**config.mk**
```make
export PLATFORM = sky130hd
export DESIGN_NAME = axi_mem_bridge
export DESIGN_NICKNAME = d
export VERILOG_FILES = /design/src/rtl/axi_mem_bridge.sv
export SDC_FILE = /design/constraint.sdc
export NUM_CORES = 1
export LEC_CHECK = 0
export ABC_AREA = 1
export BUFFER_PORTS_ARGS = -buffer_cell sky130_fd_sc_hd__buf_4
export CAP_MARGIN = 25
export CORE_AREA = 5 5 128 130
export CTS_BUF_LIST = sky130_fd_sc_hd__clkbuf_4 sky130_fd_sc_hd__clkbuf_8
export CTS_CLUSTER_SIZE = 40
export DETAILED_ROUTE_END_ITERATION = 12
export DIE_AREA = 0 0 133 135
export HOLD_SLACK_MARGIN = 0.15
export PLACE_DENSITY = 0.79
export SLEW_MARGIN = 20
export SYNTH_ARGS = -nofsm -noshare
export SYNTH_HDL_FRONTEND = slang
export SYNTH_SLANG_ARGS = --single-unit
```
**constraint.sdc**
```tcl
create_clock -name clk_i -period 1.8 [get_ports clk_i]
set_input_delay 0.36 -clock clk_i [delete_from_list [all_inputs] [get_ports clk_i]]
set_output_delay 0.36 -clock clk_i [all_outputs]
set_load 0.05 [all_outputs]
```
**src/rtl/axi_mem_bridge.sv**
```systemverilog
// AXI4 slave to single-port memory bridge: one transaction at a time, AW +1 -> mem_req, AR +3 -> r_valid.
// Backpressure: W stalls on mem_gnt_i, R/B outputs hold until ready, at most one memory read outstanding.
module axi_mem_bridge #(
  parameter int AXI4_ADDRESS_WIDTH = 32,
  parameter int AXI4_DATA_WIDTH    = 32,
  parameter int AXI4_ID_WIDTH      = 16
) (
  input  logic                            clk_i,
  input  logic                            rst_ni,
  // AW
  input  logic [AXI4_ID_WIDTH-1:0]        aw_id_i,
  input  logic [AXI4_ADDRESS_WIDTH-1:0]   aw_addr_i,
  input  logic [7:0]                      aw_len_i,
  input  logic [1:0]                      aw_burst_i,
  input  logic                            aw_valid_i,
  output logic                            aw_ready_o,
  // W
  input  logic [AXI4_DATA_WIDTH-1:0]      w_data_i,
  input  logic [AXI4_DATA_WIDTH/8-1:0]    w_strb_i,
  input  logic                            w_last_i,
  input  logic                            w_valid_i,
  output logic                            w_ready_o,
  // B
  output logic [AXI4_ID_WIDTH-1:0]        b_id_o,
  output logic [1:0]                      b_resp_o,
  output logic                            b_valid_o,
  input  logic                            b_ready_i,
  // AR
  input  logic [AXI4_ID_WIDTH-1:0]        ar_id_i,
  input  logic [AXI4_ADDRESS_WIDTH-1:0]   ar_addr_i,
  input  logic [7:0]                      ar_len_i,
  input  logic [1:0]                      ar_burst_i,
  input  logic                            ar_valid_i,
  output logic                            ar_ready_o,
  // R
  output logic [AXI4_ID_WIDTH-1:0]        r_id_o,
  output logic [AXI4_DATA_WIDTH-1:0]      r_data_o,
  output logic [1:0]                      r_resp_o,
  output logic                            r_last_o,
  output logic                            r_valid_o,
  input  logic                            r_ready_i,
  // memory master
  output logic                            mem_req_o,
  input  logic                            mem_gnt_i,
  output logic [AXI4_ADDRESS_WIDTH-1:0]   mem_addr_o,
  output logic                            mem_we_o,
  output logic [AXI4_DATA_WIDTH/8-1:0]    mem_be_o,
  output logic [AXI4_DATA_WIDTH-1:0]      mem_wdata_o,
  input  logic                            mem_rvalid_i,
  input  logic [AXI4_DATA_WIDTH-1:0]      mem_rdata_i
);

  localparam int ADDR_W = AXI4_ADDRESS_WIDTH;
  localparam int DATA_W = AXI4_DATA_WIDTH;
  localparam int ID_W   = AXI4_ID_WIDTH;
  localparam int STRB_W = DATA_W / 8;
  localparam logic [ADDR_W-1:0] ADDR_INC = ADDR_W'(STRB_W);

  localparam logic [1:0] BURST_FIXED = 2'b00;
  localparam logic [1:0] RESP_OKAY   = 2'b00;
  localparam logic [1:0] RESP_SLVERR = 2'b10;

  typedef enum logic [2:0] {
    IDLE,
    WRITE,
    WRITE_RESP,
    READ_REQ,
    READ_WAIT,
    READ_DATA
  } state_e;

  state_e              state_q, state_d;
  logic                rr_read_q, rr_read_d;
  logic [ID_W-1:0]     id_q, id_d;
  logic [ADDR_W-1:0]   addr_q, addr_d;
  logic [7:0]          cnt_q, cnt_d;
  logic [1:0]          burst_q, burst_d;
  logic                err_q, err_d;
  logic [DATA_W-1:0]   rdata_q, rdata_d;

  logic                grant_r;
  logic                grant_w;
  logic                last_beat;
  logic [ADDR_W-1:0]   addr_next;

  // FIXED bursts replay the same address; INCR and WRAP/reserved step linearly.
  assign addr_next = (burst_q == BURST_FIXED) ? addr_q : addr_q + ADDR_INC;
  assign last_beat = (cnt_q == 8'd0);

  assign b_id_o     = id_q;
  assign r_id_o     = id_q;
  assign r_data_o   = rdata_q;
  assign mem_addr_o = addr_q;

  always_ff @(posedge clk_i or negedge rst_ni) begin
    if (!rst_ni) begin
      state_q   <= IDLE;
      rr_read_q <= 1'b1;
      id_q      <= '0;
      addr_q    <= '0;
      cnt_q     <= '0;
      burst_q   <= '0;
      err_q     <= 1'b0;
      rdata_q   <= '0;
    end else begin
      state_q   <= state_d;
      rr_read_q <= rr_read_d;
      id_q      <= id_d;
      addr_q    <= addr_d;
      cnt_q     <= cnt_d;
      burst_q   <= burst_d;
      err_q     <= err_d;
      rdata_q   <= rdata_d;
    end
  end

  always_comb begin
    state_d     = state_q;
    rr_read_d   = rr_read_q;
    id_d        = id_q;
    addr_d      = addr_q;
    cnt_d       = cnt_q;
    burst_d     = burst_q;
    err_d       = err_q;
    rdata_d     = rdata_q;
    grant_r     = 1'b0;
    grant_w     = 1'b0;
    aw_ready_o  = 1'b0;
    ar_ready_o  = 1'b0;
    w_ready_o   = 1'b0;
    b_valid_o   = 1'b0;
    b_resp_o    = RESP_OKAY;
    r_valid_o   = 1'b0;
    r_last_o    = 1'b0;
    r_resp_o    = RESP_OKAY;
    mem_req_o   = 1'b0;
    mem_we_o    = 1'b0;
    mem_be_o    = '0;
    mem_wdata_o = '0;

    case (state_q)
      IDLE: begin
        // Read wins a tie only when the fairness flag points at it.
        grant_r    = ar_valid_i & (~aw_valid_i | rr_read_q);
        grant_w    = aw_valid_i & ~grant_r;
        ar_ready_o = grant_r;
        aw_ready_o = grant_w;
        if (grant_r) begin
          id_d      = ar_id_i;
          addr_d    = ar_addr_i;
          cnt_d     = ar_len_i;
          burst_d   = ar_burst_i;
          err_d     = 1'b0;
          rr_read_d = ~rr_read_q;
          state_d   = READ_REQ;
        end else if (grant_w) begin
          id_d      = aw_id_i;
          addr_d    = aw_addr_i;
          cnt_d     = aw_len_i;
          burst_d   = aw_burst_i;
          err_d     = 1'b0;
          rr_read_d = ~rr_read_q;
          state_d   = WRITE;
        end
      end

      WRITE: begin
        mem_req_o   = w_valid_i;
        mem_we_o    = 1'b1;
        mem_be_o    = w_strb_i;
        mem_wdata_o = w_data_i;
        w_ready_o   = mem_gnt_i & w_valid_i;
        if (w_valid_i && mem_gnt_i) begin
          // len alone sets the beat count; a mismatched w_last only flags an error.
          if ((w_last_i != last_beat) || burst_q[1]) begin
            err_d = 1'b1;
          end
          if (last_beat) begin
            state_d = WRITE_RESP;
          end else begin
            cnt_d  = cnt_q - 8'd1;
            addr_d = addr_next;
          end
        end
      end

      WRITE_RESP: begin
        b_valid_o = 1'b1;
        b_resp_o  = err_q ? RESP_SLVERR : RESP_OKAY;
        if (b_ready_i) begin
          state_d = IDLE;
        end
      end

      READ_REQ: begin
        mem_req_o = 1'b1;
        mem_be_o  = '1;
        if (mem_gnt_i) begin
          state_d = READ_WAIT;
        end
      end

      READ_WAIT: begin
        if (mem_rvalid_i) begin
          rdata_d = mem_rdata_i;
          state_d = READ_DATA;
        end
      end

      READ_DATA: begin
        r_valid_o = 1'b1;
        r_last_o  = last_beat;
        r_resp_o  = burst_q[1] ? RESP_SLVERR : RESP_OKAY;
        if (r_ready_i) begin
          if (last_beat) begin
            state_d = IDLE;
          end else begin
            cnt_d   = cnt_q - 8'd1;
            addr_d  = addr_next;
            state_d = READ_REQ;
          end
        end
      end

      default: state_d = IDLE;
    endcase
  end

endmodule

```
==> out/metrics.yaml <==
drc: 0
synth_area_sq_um: 6170
max_freq_mhz: 493
critPathTopFamily: "buffers and inverters"
maxCapViolCount: 0
grt_max_degree: 56
cts_tree: "yes"
layout.nets: 1450
violations: "negative setup slack"
cts_sinks: 95
die_x_um: 133
finalCriticalPeriod_ns: 2.03
rows: 45
first_iter_violations: 648
fin_crit_sh_pct: 113
grt_pass1_vias: 7231
antenna_found_initial: 3
power_density_nw_per_um2: 2190
synth.avg_cell_area_sq_um: 7.01
status: "finished with violations"
rsz0062_at_grt: "true"
place_ws_ns: -0.162
vias: 7471
synthCells: 879
clk_pin_slew_ns: 0.11
htreeDepth: 3
hp-class: "in -> reg"
grt_pass1_wl_um: 37700
critPathSlowestCell: "dfrtp_1"
end_kind: "output pin"
clk_latency_ns: 0.39
worstSetupPathType: "reg -> out"
area_delta_synth_final_pct: 72.3
initial_core_util_pct: 41.0
yosysSeqAreaShare_pct: 38.6
setup_viol: 50
grt_overflow: 0
drive_gt1_share_pct: 47.9
slew_violations: 0
io_buffers: 335
dieArea_sq_um: 18000
required_ns: 1.44
cp.buffers_inverters: 3
cts_buffer_depth: 2
chipHeight_um: 135
worstPathArrival_ns: 1.67
gp_congestion: 0.961
clockRootBuffer: "clkbuf_8"
timing.final.ws_setup_ns: -0.228
ys_warn_count: 0
crit_chain: "inv_2 > nand3_4 > buf_16 > nor2_1 > buf_4"
skew_ns: 0.0110
crit_path_max_fanout: 9
start_kind: "flop"
leakage_nw: 5.25
fin_tns_setup_ns: -6.31
stdcell_count: 1449
fillCellCount: 1102
peakVddDrop_mv: 1.68
wl_per_cell_um: 18.2
ys_ff_latch: 95
numCtsBuffers: 9
fp.coreArea_sq_um: 15000
detail-route-antenna-nets: 0
synth_cell_types: 39
hold_viol: 0
finalWirelength_um: 26300
dr.pass1.iters: 8
place.detailed.hpwl_um: 17800
final_util_pct: 70.7
viasPerCell: 5.16
io_pins: 338
placed_cells: 1385
globalRouteTotalUtil_pct: 26.3
critical-path-max-stage-delay_ns: 0.46
flip-flops by register name (all words and copies together) (netlist names):
name        flops
r_data_o       32
state_q         3
burst_q         2
err_q           1
rr_read_q       1
mem_addr_o     32
b_id_o         16
cnt_q           8
cell type report:
type | count | area [sq um] | area share [%]
timing repair buffer | 413 | 3730 | 35.1
sequential | 95 | 2380 | 22.4
tap | 188 | 235 | 2.21
clock inverter | 6 | 76.3 | 0.718
antenna | 3 | 7.51 | 0.0707
multi-input combinational | 648 | 3710 | 34.9
inverter | 83 | 328 | 3.09
timing repair inverter | 3 | 22.5 | 0.212
clock buffer | 10 | 131 | 1.24
worst paths after layout:
path,slack (ns),cells after the start,endpoint,startpoint
worst max-delay path,-0.23,5,mem_wdata_o[1],state_q[1]$_DFFE_PN0P_
worst min-delay path,0.20,2,r_data_o[9]$_DFFE_PN0P_,mem_rdata_i[9]
worst max register to register,-0.05,9,mem_addr_o[1]$_DFFE_PN0P_,state_q[1]$_DFFE_PN0P_
worst min register to register,0.50,2,mem_addr_o[1]$_DFFE_PN0P_,mem_addr_o[1]$_DFFE_PN0P_
max in group asynchronous,1.03,3,r_data_o[22]$_DFFE_PN0P_,rst_ni
min in group asynchronous,0.49,3,mem_addr_o[27]$_DFFE_PN0P_,rst_ni
routing by layer:
layer | share of wire [%] | up-vias | GRT usage [%]
li1 | - | 3549 | -
met1 | 37 | 3467 | 32.0
met2 | 51 | 398 | 45.1
met3 | 8.0 | 57 | 5.07
met4 | 3.4 | 0 | 12.0
met5 | 0 | - | 0
kinds of logic (layout without fill, tap and decap cells):
| kind of cell | Yosys count | count (layout) | share of synthesized area, % |
|---|---|---|---|
| XOR/XNOR | 4 | 4 | 0.568 |
| buffers and inverters | 138 | 515 | 10.3 |
| flip-flops | 95 | 95 | 38.6 |
| multiplexers | 32 | 32 | 5.84 |
| other | 1 | 5 | 0.0608 |
| adder cells (fa/ha/maj) | 3 | 3 | 0.609 |
| AO/OA/AOI/OAI | 142 | 142 | 12.9 |
| AND/OR/NAND/NOR | 464 | 465 | 31.1 |
power by group:
group	switching [mW]	total (mW)	internal [mW]	leakage [nW]
registers	1.07	4.33	3.27	1.15
logic	11.0	17.4	6.41	4.00
clock network	0.880	1.56	0.684	0.107
worst reg2reg max path, stage by stage (launching register included):
cell and delay [ns]:
dfrtp_1 0.46, buf_6 0.16, nor2_4 0.11, buf_6 0.13
nand2_8 0.07, buf_6 0.14, a21oi_4 0.14, buf_6 0.16
clkinvlp_4 0.18, o31ai_2 0.24
per-stage QoR:
| step | area (sq um) | hold slack, ns | power [mW] |
|---|---|---|---|
| after floorplan | 6210 | 0.0644 | 14.0 |
| after global placement | 9000 | 0.363 | 17.9 |
| after detailed placement | 9000 | 0.369 | 18.2 |
| after CTS | 9910 | 0.184 | 21.4 |
| after global routing | 10600 | 0.196 | 24.5 |
| final | 10600 | 0.203 | 23.3 |
cells in the mapped netlist (all sizes together):
library cell  number  area share [%]
o21ai             99             8.1
nor2             184              12
nand2            207              13
mux2              32             5.8
o32ai              2            0.28
buf               43             4.5
dfrtp             94              38
nand3             55             4.8
and2               3            0.30
o21bai             1            0.12
o31ai              4            0.49
o22ai              5            0.51
o211ai             4            0.49
nor3               4            0.32
nand4              4            0.41
a31oi              1            0.10
or2                6            0.61
clkbuf            12            0.73
ha                 3            0.61
nand3b             1            0.12
a21oi             26             2.8
xnor2              1            0.14
xor2               3            0.43
conb               1           0.061
dfstp              1            0.43
inv               83             5.1
cell usage in the layout, fill, tap and decap left out, types with 3 or more instances in the layout:
master / synthesis / routed
buf_4: 26 / 330
nand2_1: 206 / 198
nor2_1: 179 / 110
dfrtp_1: 94 / 91
inv_1: 78 / 70
o21ai_0: 80 / 57
nand3_1: 52 / 48
buf_6: 0 / 44
nor2_4: 2 / 42
o21ai_1: 18 / 33
nor2_2: 2 / 32
mux2_2: 32 / 32
buf_8: 0 / 17
a21oi_1: 16 / 15
buf_12: 0 / 11
a21oi_2: 9 / 9
clkbuf_8: 0 / 9
inv_2: 5 / 8
o21ai_2: 1 / 8
nand2_2: 0 / 6
or2_2: 6 / 6
nand3_4: 1 / 5
o22ai_1: 5 / 5
clkbuf_16: 0 / 5
nand4_1: 4 / 4
o211ai_1: 4 / 4
clkinvlp_4: 0 / 4
diode_2: 0 / 3
inv_4: 0 / 3
inv_6: 0 / 3
and2_1: 3 / 3
xor2_1: 3 / 3
buf_16: 0 / 3
dfrtp_2: 0 / 3
repair_timing:
item,4_1_cts,5_1_grt
buffers inserted,16,13
hold endpoints to repair,94,0
pin swaps,10,16
gates resized for setup,132,131
endpoints found under the setup margin,97,136
gates cloned,5,11
hold buffers,1,0
Note: power is estimated with default switching activity, not from simulation.
